`src/rtl/seg7_updown_counter.sv`:
```
// Up/down counter with enable-gated prescaler, clamped synchronous load, wrap strobe,
// wrap-toggled decimal point and a hex seven-segment decode of the low digit.
module seg7_updown_counter #(
    parameter int unsigned WIDTH     = 4,
    parameter int unsigned MAX_COUNT = 9,
    parameter int unsigned PRESCALE  = 1000
) (
    input  logic             clk,
    input  logic             reset,
    input  logic             enable,
    input  logic             up_down,
    input  logic             load,
    input  logic [WIDTH-1:0] load_val,
    output logic [WIDTH-1:0] count,
    output logic [6:0]       seg,
    output logic             dp,
    output logic             wrap
);

    localparam int unsigned      PreW    = (PRESCALE <= 1) ? 1 : $clog2(PRESCALE);
    localparam logic [PreW-1:0]  PreLast = PreW'(PRESCALE - 1);
    localparam logic [WIDTH-1:0] MaxVal  = WIDTH'(MAX_COUNT);

    logic [PreW-1:0]  pre_q, pre_d;
    logic [WIDTH-1:0] count_q, count_d;
    logic             wrap_q, wrap_d;
    logic             dp_q, dp_d;
    logic             step;

    assign step = enable && (pre_q == PreLast);

    always_comb begin
        pre_d   = pre_q;
        count_d = count_q;
        wrap_d  = 1'b0;
        dp_d    = dp_q;
        if (load) begin
            // Load overrides a coincident step and restarts the prescaler phase.
            pre_d   = '0;
            count_d = (load_val > MaxVal) ? MaxVal : load_val;
        end else if (step) begin
            pre_d = '0;
            if (up_down) begin
                if (count_q == MaxVal) begin
                    count_d = '0;
                    wrap_d  = 1'b1;
                    dp_d    = ~dp_q;
                end else begin
                    count_d = count_q + WIDTH'(1);
                end
            end else begin
                if (count_q == '0) begin
                    count_d = MaxVal;
                    wrap_d  = 1'b1;
                    dp_d    = ~dp_q;
                end else begin
                    count_d = count_q - WIDTH'(1);
                end
            end
        end else if (enable) begin
            pre_d = pre_q + PreW'(1);
        end
    end

    always_ff @(posedge clk or posedge reset) begin
        if (reset) begin
            pre_q   <= '0;
            count_q <= '0;
            wrap_q  <= 1'b0;
            dp_q    <= 1'b0;
        end else begin
            pre_q   <= pre_d;
            count_q <= count_d;
            wrap_q  <= wrap_d;
            dp_q    <= dp_d;
        end
    end

    always_comb begin
        seg = 7'h00;
        unique case (count_q[3:0])
            4'h0: seg = 7'h3F;
            4'h1: seg = 7'h06;
            4'h2: seg = 7'h5B;
            4'h3: seg = 7'h4F;
            4'h4: seg = 7'h66;
            4'h5: seg = 7'h6D;
            4'h6: seg = 7'h7D;
            4'h7: seg = 7'h07;
            4'h8: seg = 7'h7F;
            4'h9: seg = 7'h6F;
            4'hA: seg = 7'h77;
            4'hB: seg = 7'h7C;
            4'hC: seg = 7'h39;
            4'hD: seg = 7'h5E;
            4'hE: seg = 7'h79;
            4'hF: seg = 7'h71;
            default: seg = 7'h00;
        endcase
    end

    assign count = count_q;
    assign wrap  = wrap_q;
    assign dp    = dp_q;

endmodule

```
`config.mk`:
```
export PLATFORM = sky130hd
export DESIGN_NAME = seg7_updown_counter
export DESIGN_NICKNAME = d
export VERILOG_FILES = /design/src/rtl/seg7_updown_counter.sv
export SDC_FILE = /design/constraint.sdc
export NUM_CORES = 1
export LEC_CHECK = 0
export ABC_AREA = 1
export CORE_MARGIN = 1.5
export CORE_UTILIZATION = 53
export CTS_CLUSTER_SIZE = 16
export DETAILED_ROUTE_END_ITERATION = 8
export HOLD_SLACK_MARGIN = 0.06
export PLACE_DENSITY = 0.79
export SYNTH_ARGS = -nofsm -noshare
export SYNTH_HDL_FRONTEND = slang
export SYNTH_SLANG_ARGS = --single-unit
```
`constraint.sdc`:
```
create_clock -name clk -period 1.9 [get_ports clk]
set_clock_uncertainty 0.2 [all_clocks]
set_input_delay 0.19 -clock clk [delete_from_list [all_inputs] [get_ports clk]]
set_output_delay 0.19 -clock clk [all_outputs]
set_load 0.05 [all_outputs]
```
# After elaboration in Yosys (flattened, before gate mapping)
# Memory sizes are Yosys's and may differ from the RTL's.
# Index checks and enable logic that the tools add are counted.
[classes]
reduce_logical = 6
n_addsub = 3
magnitude_cmp = 1
n_eq_ne = 3
div = 0
shift = 0
multipliers = 0
bitwise = 2
n_mux = 17
[op_table]
columns = ["op", "count"]
rows = [
  ["10-bit 2-to-1 mux", 3],
  ["4-bit 2-to-1 mux", 6],
  ["10-bit by 1-bit adder with 10-bit output, second input constant", 1],
  ["10-bit == test, second input constant", 1],
  ["1-bit 2-to-1 mux", 8],
  ["4-bit by 1-bit adder with 4-bit output, second input constant", 1],
  ["4-bit == test, second input constant", 1],
  ["4-bit greater-than comparator, second input constant", 1],
  ["4-bit zero test", 1],
  ["4-bit AND reduction", 1],
  ["2-bit nonzero test", 2],
  ["4-bit by 1-bit subtractor with 4-bit output, second input constant", 1],
  ["3-bit nonzero test", 1],
  ["2-bit by 1-bit != test with 1-bit output, second input constant", 1],
  ["1-bit NOT", 2],
  ["1-bit logical AND", 1],
]
[word_totals]
ff_bits = 16
memories = 1
rom_bits = 112
ram_bits = 0
in_bits = 9
latchBits = 0
out_inout_bits = 13
[memory_table]
columns = ["name", "words", "word_bits", "read_ports", "rd_clocked_by_memory_dff", "write_ports", "line_no", "text"]
rows = [
  ["(name not given)", 16, 7, 1, 0, 0, "81", "unique case (count_q[3:0])"],
]

# Logic depth before layout (Yosys ltp)
# Gate-level depths: netlist of run 1.
[logic_depth]
ltp_word = 5
ltp_mapped = 10
ltp_nobuf = 10

# Worst setup path before layout of run 1
# OpenSTA, ideal clock, no wires.
[synth_timing]
path_kind = "flip-flop to output port"
startpoint = "register count_q[0], in the netlist count[0]"
endpoint = "output port seg[6]"
path_buffers = 0
arrival_ps = 2210
setup_slack_ps = -700
path_stages_with_launch = 5
path_cell_list = "dfrtp_1 inv_1 ha_1 ha_1 o211ai_1"
[synth_via]
elab_chain_cells = 1
[synth_lines]
columns = ["element", "line_no", "text"]
rows = [
  ["start, declared", "25", "logic [WIDTH-1:0] count_q, count_d;"],
  ["start signal, assigned", "73", "count_q <= count_d;"],
  ["memory 16 x 7 bit", "n/a", ""],
  ["end, declared", "15", "output logic [6:0] seg,"],
]
# No other way between the ends.

# Worst setup path in the final report of run 1
[layout_timing]
startpoint = "register count_q[1], in the netlist count[1]"
endpoint = "output port seg[3]"
# Same word-level chain as after synthesis.

==> results of run 1 <==
-- layer usage --
metal,wire [µm],vias to the layer above
met5,0,-
met4,91,0
met3,235,10
met2,2090,64
met1,1649,682
li1,-,705
-- final cells by class --
type,instances,area share [%]
Tap cell,28,1.879
Inverter,27,6.107
Multi-Input combinational cell,152,49.60
Clock buffer,4,1.946
Timing Repair Buffer,34,18.46
Sequential cell,16,22.01
-- power breakdown --
group,switching [mW],leakage (nW),internal [mW]
sequential,0.0396,0.211,0.363
combinational,0.514,0.633,0.333
clock,0.135,0.0210,0.117
total,0.688,0.865,0.813
-- sequential cells by signal, summed over array words and instances (netlist names) --
name   cells
dp         1
wrap       1
count      4
pre_q     10
-- stage by stage --
stage	TNS (ns)	instance area [µm²]	power (mW)	util, %
2_1_floorplan	-0.2278	1393	0.8636	-
3_3_place_gp	0	1678	1.104	73.04
3_5_place_dp	0	1678	1.120	73.04
4_1_cts	-0.6794	1790	1.427	77.94
5_1_grt	-1.316	1864	1.562	81.15
6_report	-1.009	1864	1.501	81.15
-- synthesized netlist by cell type (all sizes together) (2+ instances only) --
cell type  number  area share, %
ha             10            9.4
nand3          20            8.3
buf             2           0.94
o21ai          11            4.1
a21oi           6            2.3
nor3            6            3.4
or2             2           0.94
nor2           24            8.6
dfrtp          16             30
inv            26            7.5
nand2          62             18
nand4           3            1.4
-- final timing paths --
check | start | endpoint | slack (ns) | cells after the start
hold / removal | pre_q[0] | pre_q[0] | 0.33 | 1
setup / recovery | count[1] | seg[3] | -0.20 | 6
max in group asynchronous | reset | dp | 0.49 | 4
min in group asynchronous | reset | wrap | 0.55 | 3
setup reg to reg | count[1] | count[1] | 0.02 | 9
hold reg to reg | pre_q[0] | pre_q[0] | 0.33 | 1
-- cells by family after synthesis --
family / count (synthesis) / synth area share [%]
compound gates: 22 / 9.211
xor+xnor: 1 / 0.6580
fa+ha+maj: 10 / 9.398
buf+inv: 29 / 8.740
flops: 16 / 30.07
simple gates: 119 / 41.92
-- repair_timing --
item / CTS / global route
resized for setup: 16 / 13
hold buffers: 1 / 0
endpoints found under the setup margin: 8 / 8
pin swaps: 3 / 2
hold endpoints to repair: 11 / 0
setup buffers: 5 / 3
==> key figures, run 1 <==
Outcome
  • Status: finished with violations
  • Failing checks: negative setup slack

GRT
  • GRT Overall Usage: 29.34%
  • Met3 Track Usage GR: 4.802%
  • M1 GR Usage: roughly 39%
  • Grt total ovfl: 0
  • Antenna violations before repair: 0
  • First-pass GRT wire length: slightly below 6 mm
  • GRT busiest layer: met2
  • Largest net degree at the start of global routing: 13
  • Vias in the first global route: 1354
  • Met2 Track Usage GR: 47.29%

Pwr
  • Leakage: around 0.86 nW
  • Peak supply drop: between 0.8 and 0.9 mV
  • P per Cell Area: roughly 810 nW/µm²

Finish
  • Commonest non-fill, non-tap cell in the layout: nand2_1
  • Finished Layout Cells: approximately 260
  • Multi-input logic area: roughly 920 µm²
  • Leading cell types in the layout, fill and taps excluded: nand2_1, nor2_1, buf_4
  • FF/Latch Area: slightly above 400 µm²
  • Fillers: 160
  • Layout cell share with drive strength beyond 1: roughly a third
  • Area delta synth->final: 40.04%
  • Final #Nets: ~250
  • Antenna diodes: 0

Setup path
  • Critical path cell sequence: inv_6 > ha_4 > a21oi_2 > o21ai_1 > o21a_1 > buf_6
  • CP bufs+invs: 2
  • CP Class: reg2out
  • CP max stage cell: dfrtp_4
  • Cell family with most CP delay: flip-flops
  • Crit. End Element: output port
  • Critical Path Fanout Max: 4
  • CP arrival: 1.71 ns
  • Worst Path Required: between 1.5 and 2 ns
  • CP Launch Type: flip-flop
  • Max incr delay on CP: roughly 0.54 ns

Routing
  • DRT antenna net count: 0
  • Vias: about 1500
  • Via-to-Cell Ratio: roughly 5.6
  • WL/cell: ~16 µm
  • Routed wire length: 4.066 mm
  • Drt pass-1 iters: 4
  • Detailed Route Iter0 Violations: 53
  • DRC violation count after routing: 0

Placed design
  • Port Buffer Count: 21
  • Inst Count DP: 248
  • RePlAce Congestion: ~0.90
  • Setup slack at placement: around 0.024 ns
  • Post-DP HPWL: 2.716 mm

Clocking
  • CTS clk-pin slew, worst paths: 0.11 ns
  • Number of H-tree levels: 1
  • TritonCTS buffer count: 3
  • CTS tree: yes
  • Sink Count: 16
  • Clk buf depth: 2
  • Clock Latency Late Sink: between 0.3 and 0.4 ns
  • Root Buffer Master: clkbuf_4

Floorplanning
  • Core Rows: 17
  • Die W: between 50 and 60 µm
  • Io pins: 22
  • Starting Density: 57.95%
  • Chip height: about 53 µm
  • Core area: 2297 µm²
  • Total Die Area: approximately 2800 µm²

Synth
  • Async SR Flop Fraction: 100.0%
  • Syn Inst Count: roughly 200
  • Mean post-synth cell area: between 6 and 7 µm²
  • Synth Register Bits: 16
  • Synth unique cells: 30
  • Top FF cell, synth: dfrtp_1
  • Netlist Area Pre-Place: 1331 µm²
  • Synthesized Nets: approximately 220
  • Sequential fraction of the synthesis area: between 30 and 40%
  • EDFF count, synth: 0
  • Ys Warns: 0

STA
  • Top achievable clock speed: between 400 and 500 MHz
  • Period utilization: 110.5%
  • Final WS setup: -0.2000 ns
  • Worst Tran Pin Value: 0.4894 ns
  • Final Hold Vio Count: 0
  • Tmin final: 2.100 ns
  • Max-slew violation count: 0
  • Relative slew slack: about two thirds
  • Unrepaired setup endpoints after global routing: true
  • # setup viols final: 7
  • WHS: around 0.33 ns

Job
  • Number of max-cap violations: 0

Min path
  • Class of the worst hold path: reg2reg
(Power assumes the default switching activity.)
==> run 2: changes to the inputs <==
- CORE_MARGIN: 1.5 -> 1
- REMOVE_ABC_BUFFERS: default -> 1
==> key figures, run 2 (synthesis results as in run 1) <==
Setup path
  • Reg2reg path depth: 10 (+1)
  • Critical path cell sequence: buf_6 > ha_4 > inv_4 > nand3_4 > o211ai_1 > clkbuf_16
  • Crit Reg-Reg Startpoint: count[1]
  • CP startpoint: count[1]
  • Crit. End Element: output port
  • Worst Path Required: 1.51 ns (about the same)
  • CP Launch Type: flip-flop
  • CP Class: reg2out
  • Worst flop-to-flop path endpoint: count[1]
  • Max incr delay on CP: 0.45 ns (-0.09 ns)
  • CP arrival: 1.58 ns (-0.13 ns)
  • R2R Setup Slk: 0.07 ns (+0.05 ns)
  • Critical Path Fanout Max: 4 (unchanged)
  • CP max stage cell: dfrtp_2

Clocking
  • Sink Count: 16 (unchanged)
  • Number of H-tree levels: 1 (unchanged)
  • Clk buf depth: 2 (unchanged)
  • Clock Latency Late Sink: 0.31 ns (about the same)
  • CTS tree: yes
  • Root Buffer Master: clkbuf_4
  • TritonCTS buffer count: 3 (unchanged)
  • CTS clk-pin slew, worst paths: 0.10 ns (about the same)

Pwr
  • Peak supply drop: 0.9751 mV (+17%)
  • Leakage: 0.8928 nW (+3.2%)
  • P per Cell Area: 822.9 nW/µm² (+2.2%)

STA
  • Unrepaired setup endpoints after global routing: true
  • WHS: 0.04135 ns (-0.2926 ns)
  • Final Hold Vio Count: 0 (unchanged)
  • # setup viols final: 6 (-1)
  • Period utilization: 103.7% (-6.9 points)
  • Tmin final: 1.970 ns (-0.1304 ns)
  • Max-slew violation count: 0 (unchanged)
  • Worst Tran Pin Value: 0.6208 ns (+0.1314 ns)
  • Fin Setup TNS: -0.3134 ns (+0.6959 ns)
  • Final WS setup: -0.06958 ns (+0.1304 ns)
  • Top achievable clock speed: 507.7 MHz (+6.6%)
  • Relative slew slack: 58.57% (-8.7 points)

Finish
  • Leading cell types in the layout, fill and taps excluded: nand2_1, nor2_1, inv_1
  • Max FFs per register: 10 (unchanged)
  • Final #Nets: 253 (unchanged)
  • Antenna diodes: 0 (unchanged)
  • Area delta synth->final: 46.15%
  • Largest Register: pre_q
  • Commonest non-fill, non-tap cell in the layout: nand2_1
  • Fillers: 128 (-20%)
  • Layout cell share with drive strength beyond 1: 33.48% (+0.43 points)

Floorplanning
  • Total Die Area: 2716 µm² (-3.7%)
  • Io pins: 22 (unchanged)
  • Starting Density: 57.95% (unchanged)
  • Die W: 52.12 µm (-1.9%)
  • Core area: 2297 µm² (unchanged)
  • Core Rows: 17 (unchanged)
  • Chip height: 52.12 µm (-1.9%)

Routing
  • Routed wire length: 4.271 mm (+5.0%)
  • Via-to-Cell Ratio: 5.935 (+6.0%)
  • DRC violation count after routing: 0 (unchanged)
  • DRT antenna net count: 0 (unchanged)
  • Detailed Route Iter0 Violations: 88 (+66%)
  • Drt pass-1 iters: 4 (unchanged)
  • Vias: 1549 (+6.0%)
  • WL/cell: 16.36 µm (+5.0%)

GRT
  • Largest net degree at the start of global routing: 17 (+4)
  • Antenna violations before repair: 0 (unchanged)
  • Grt total ovfl: 0 (unchanged)
  • First-pass GRT wire length: 6.699 mm (+12%)
  • GRT Overall Usage: 34.69% (+5.4 points)
  • Vias in the first global route: 1436 (+6.1%)

Outcome
  • Failing checks: negative setup slack
  • Status: finished with violations

Placed design
  • Port Buffer Count: 21 (unchanged)
  • RePlAce Congestion: 0.9868 (+9.4%)
  • Post-DP HPWL: 2.591 mm (-4.6%)
  • Setup slack at placement: 0.1361 ns (+0.1119 ns)

Job
  • Number of max-cap violations: 0 (unchanged)

Min path
  • Class of the worst hold path: in2async
-- run 2: worst max path at each step --
stage | endpoint | slack [ns] | depth (start not counted)
2_1_floorplan | seg[6] | -0.70 | 4
3_3_place_gp | dp | 0.17 | 8
3_5_place_dp | dp | 0.14 | 8
4_1_cts | seg[6] | -0.06 | 5
5_1_grt | seg[3] | -0.12 | 6
6_report | seg[6] | -0.07 | 6
-- run 2: metal layers --
layer / GRT usage (%) / up-vias / share of wire [%]
met3: 9.649 / 18 / 8.9
met5: 0 / - / 0
met4: 13.06 / 0 / 2.4
met2: 54.49 / 98 / 49
met1: 44.81 / 727 / 39
li1: - / 706 / -
-- run 2: worst max-delay path: cells and delay by family, from the launching register on --
kind / cells / cell delay [ns]
DFF: 1 / 0.45
adders and majority gates: 1 / 0.16
and+or+nand+nor: 1 / 0.09
AOI/OAI and AO/OA: 1 / 0.15
buffers and inverters: 3 / 0.43
-- run 2: final cells by class --
type,count,area (µm²),area share [%]
inverters,27,111.4,5.723
multi-input cells,152,955.9,49.13
repair buffers,34,402.9,20.71
flip-flops and latches,16,404.1,20.77
clock buffers,4,36.28,1.865
well taps,28,35.03,1.801
-- run 2: stage by stage --
step	std cells	cell area, µm²	util [%]	power [mW]
after CTS	259	1867	81.26	1.511
after detailed placement	249	1684	73.31	1.162
after global placement	249	1684	73.31	1.148
after global routing	261	1946	84.70	1.667
final	261	1946	84.70	1.601
after floorplan	195	1319	-	0.8151
-- run 2: timing repair --
action | 4_1_cts | 5_1_grt
pin swaps | 6 | 5
hold buffers | 0 | 0
setup endpoints to repair | 7 | 8
resized for setup | 28 | 19
cloned | 0 | 0
setup buffers | 6 | 2
-- run 2: report_power, final --
part | leakage (nW) | switching (mW) | internal (mW)
registers | 0.212 | 0.0457 | 0.359
clock network | 0.0210 | 0.120 | 0.117
logic | 0.660 | 0.541 | 0.418
total | 0.893 | 0.707 | 0.894
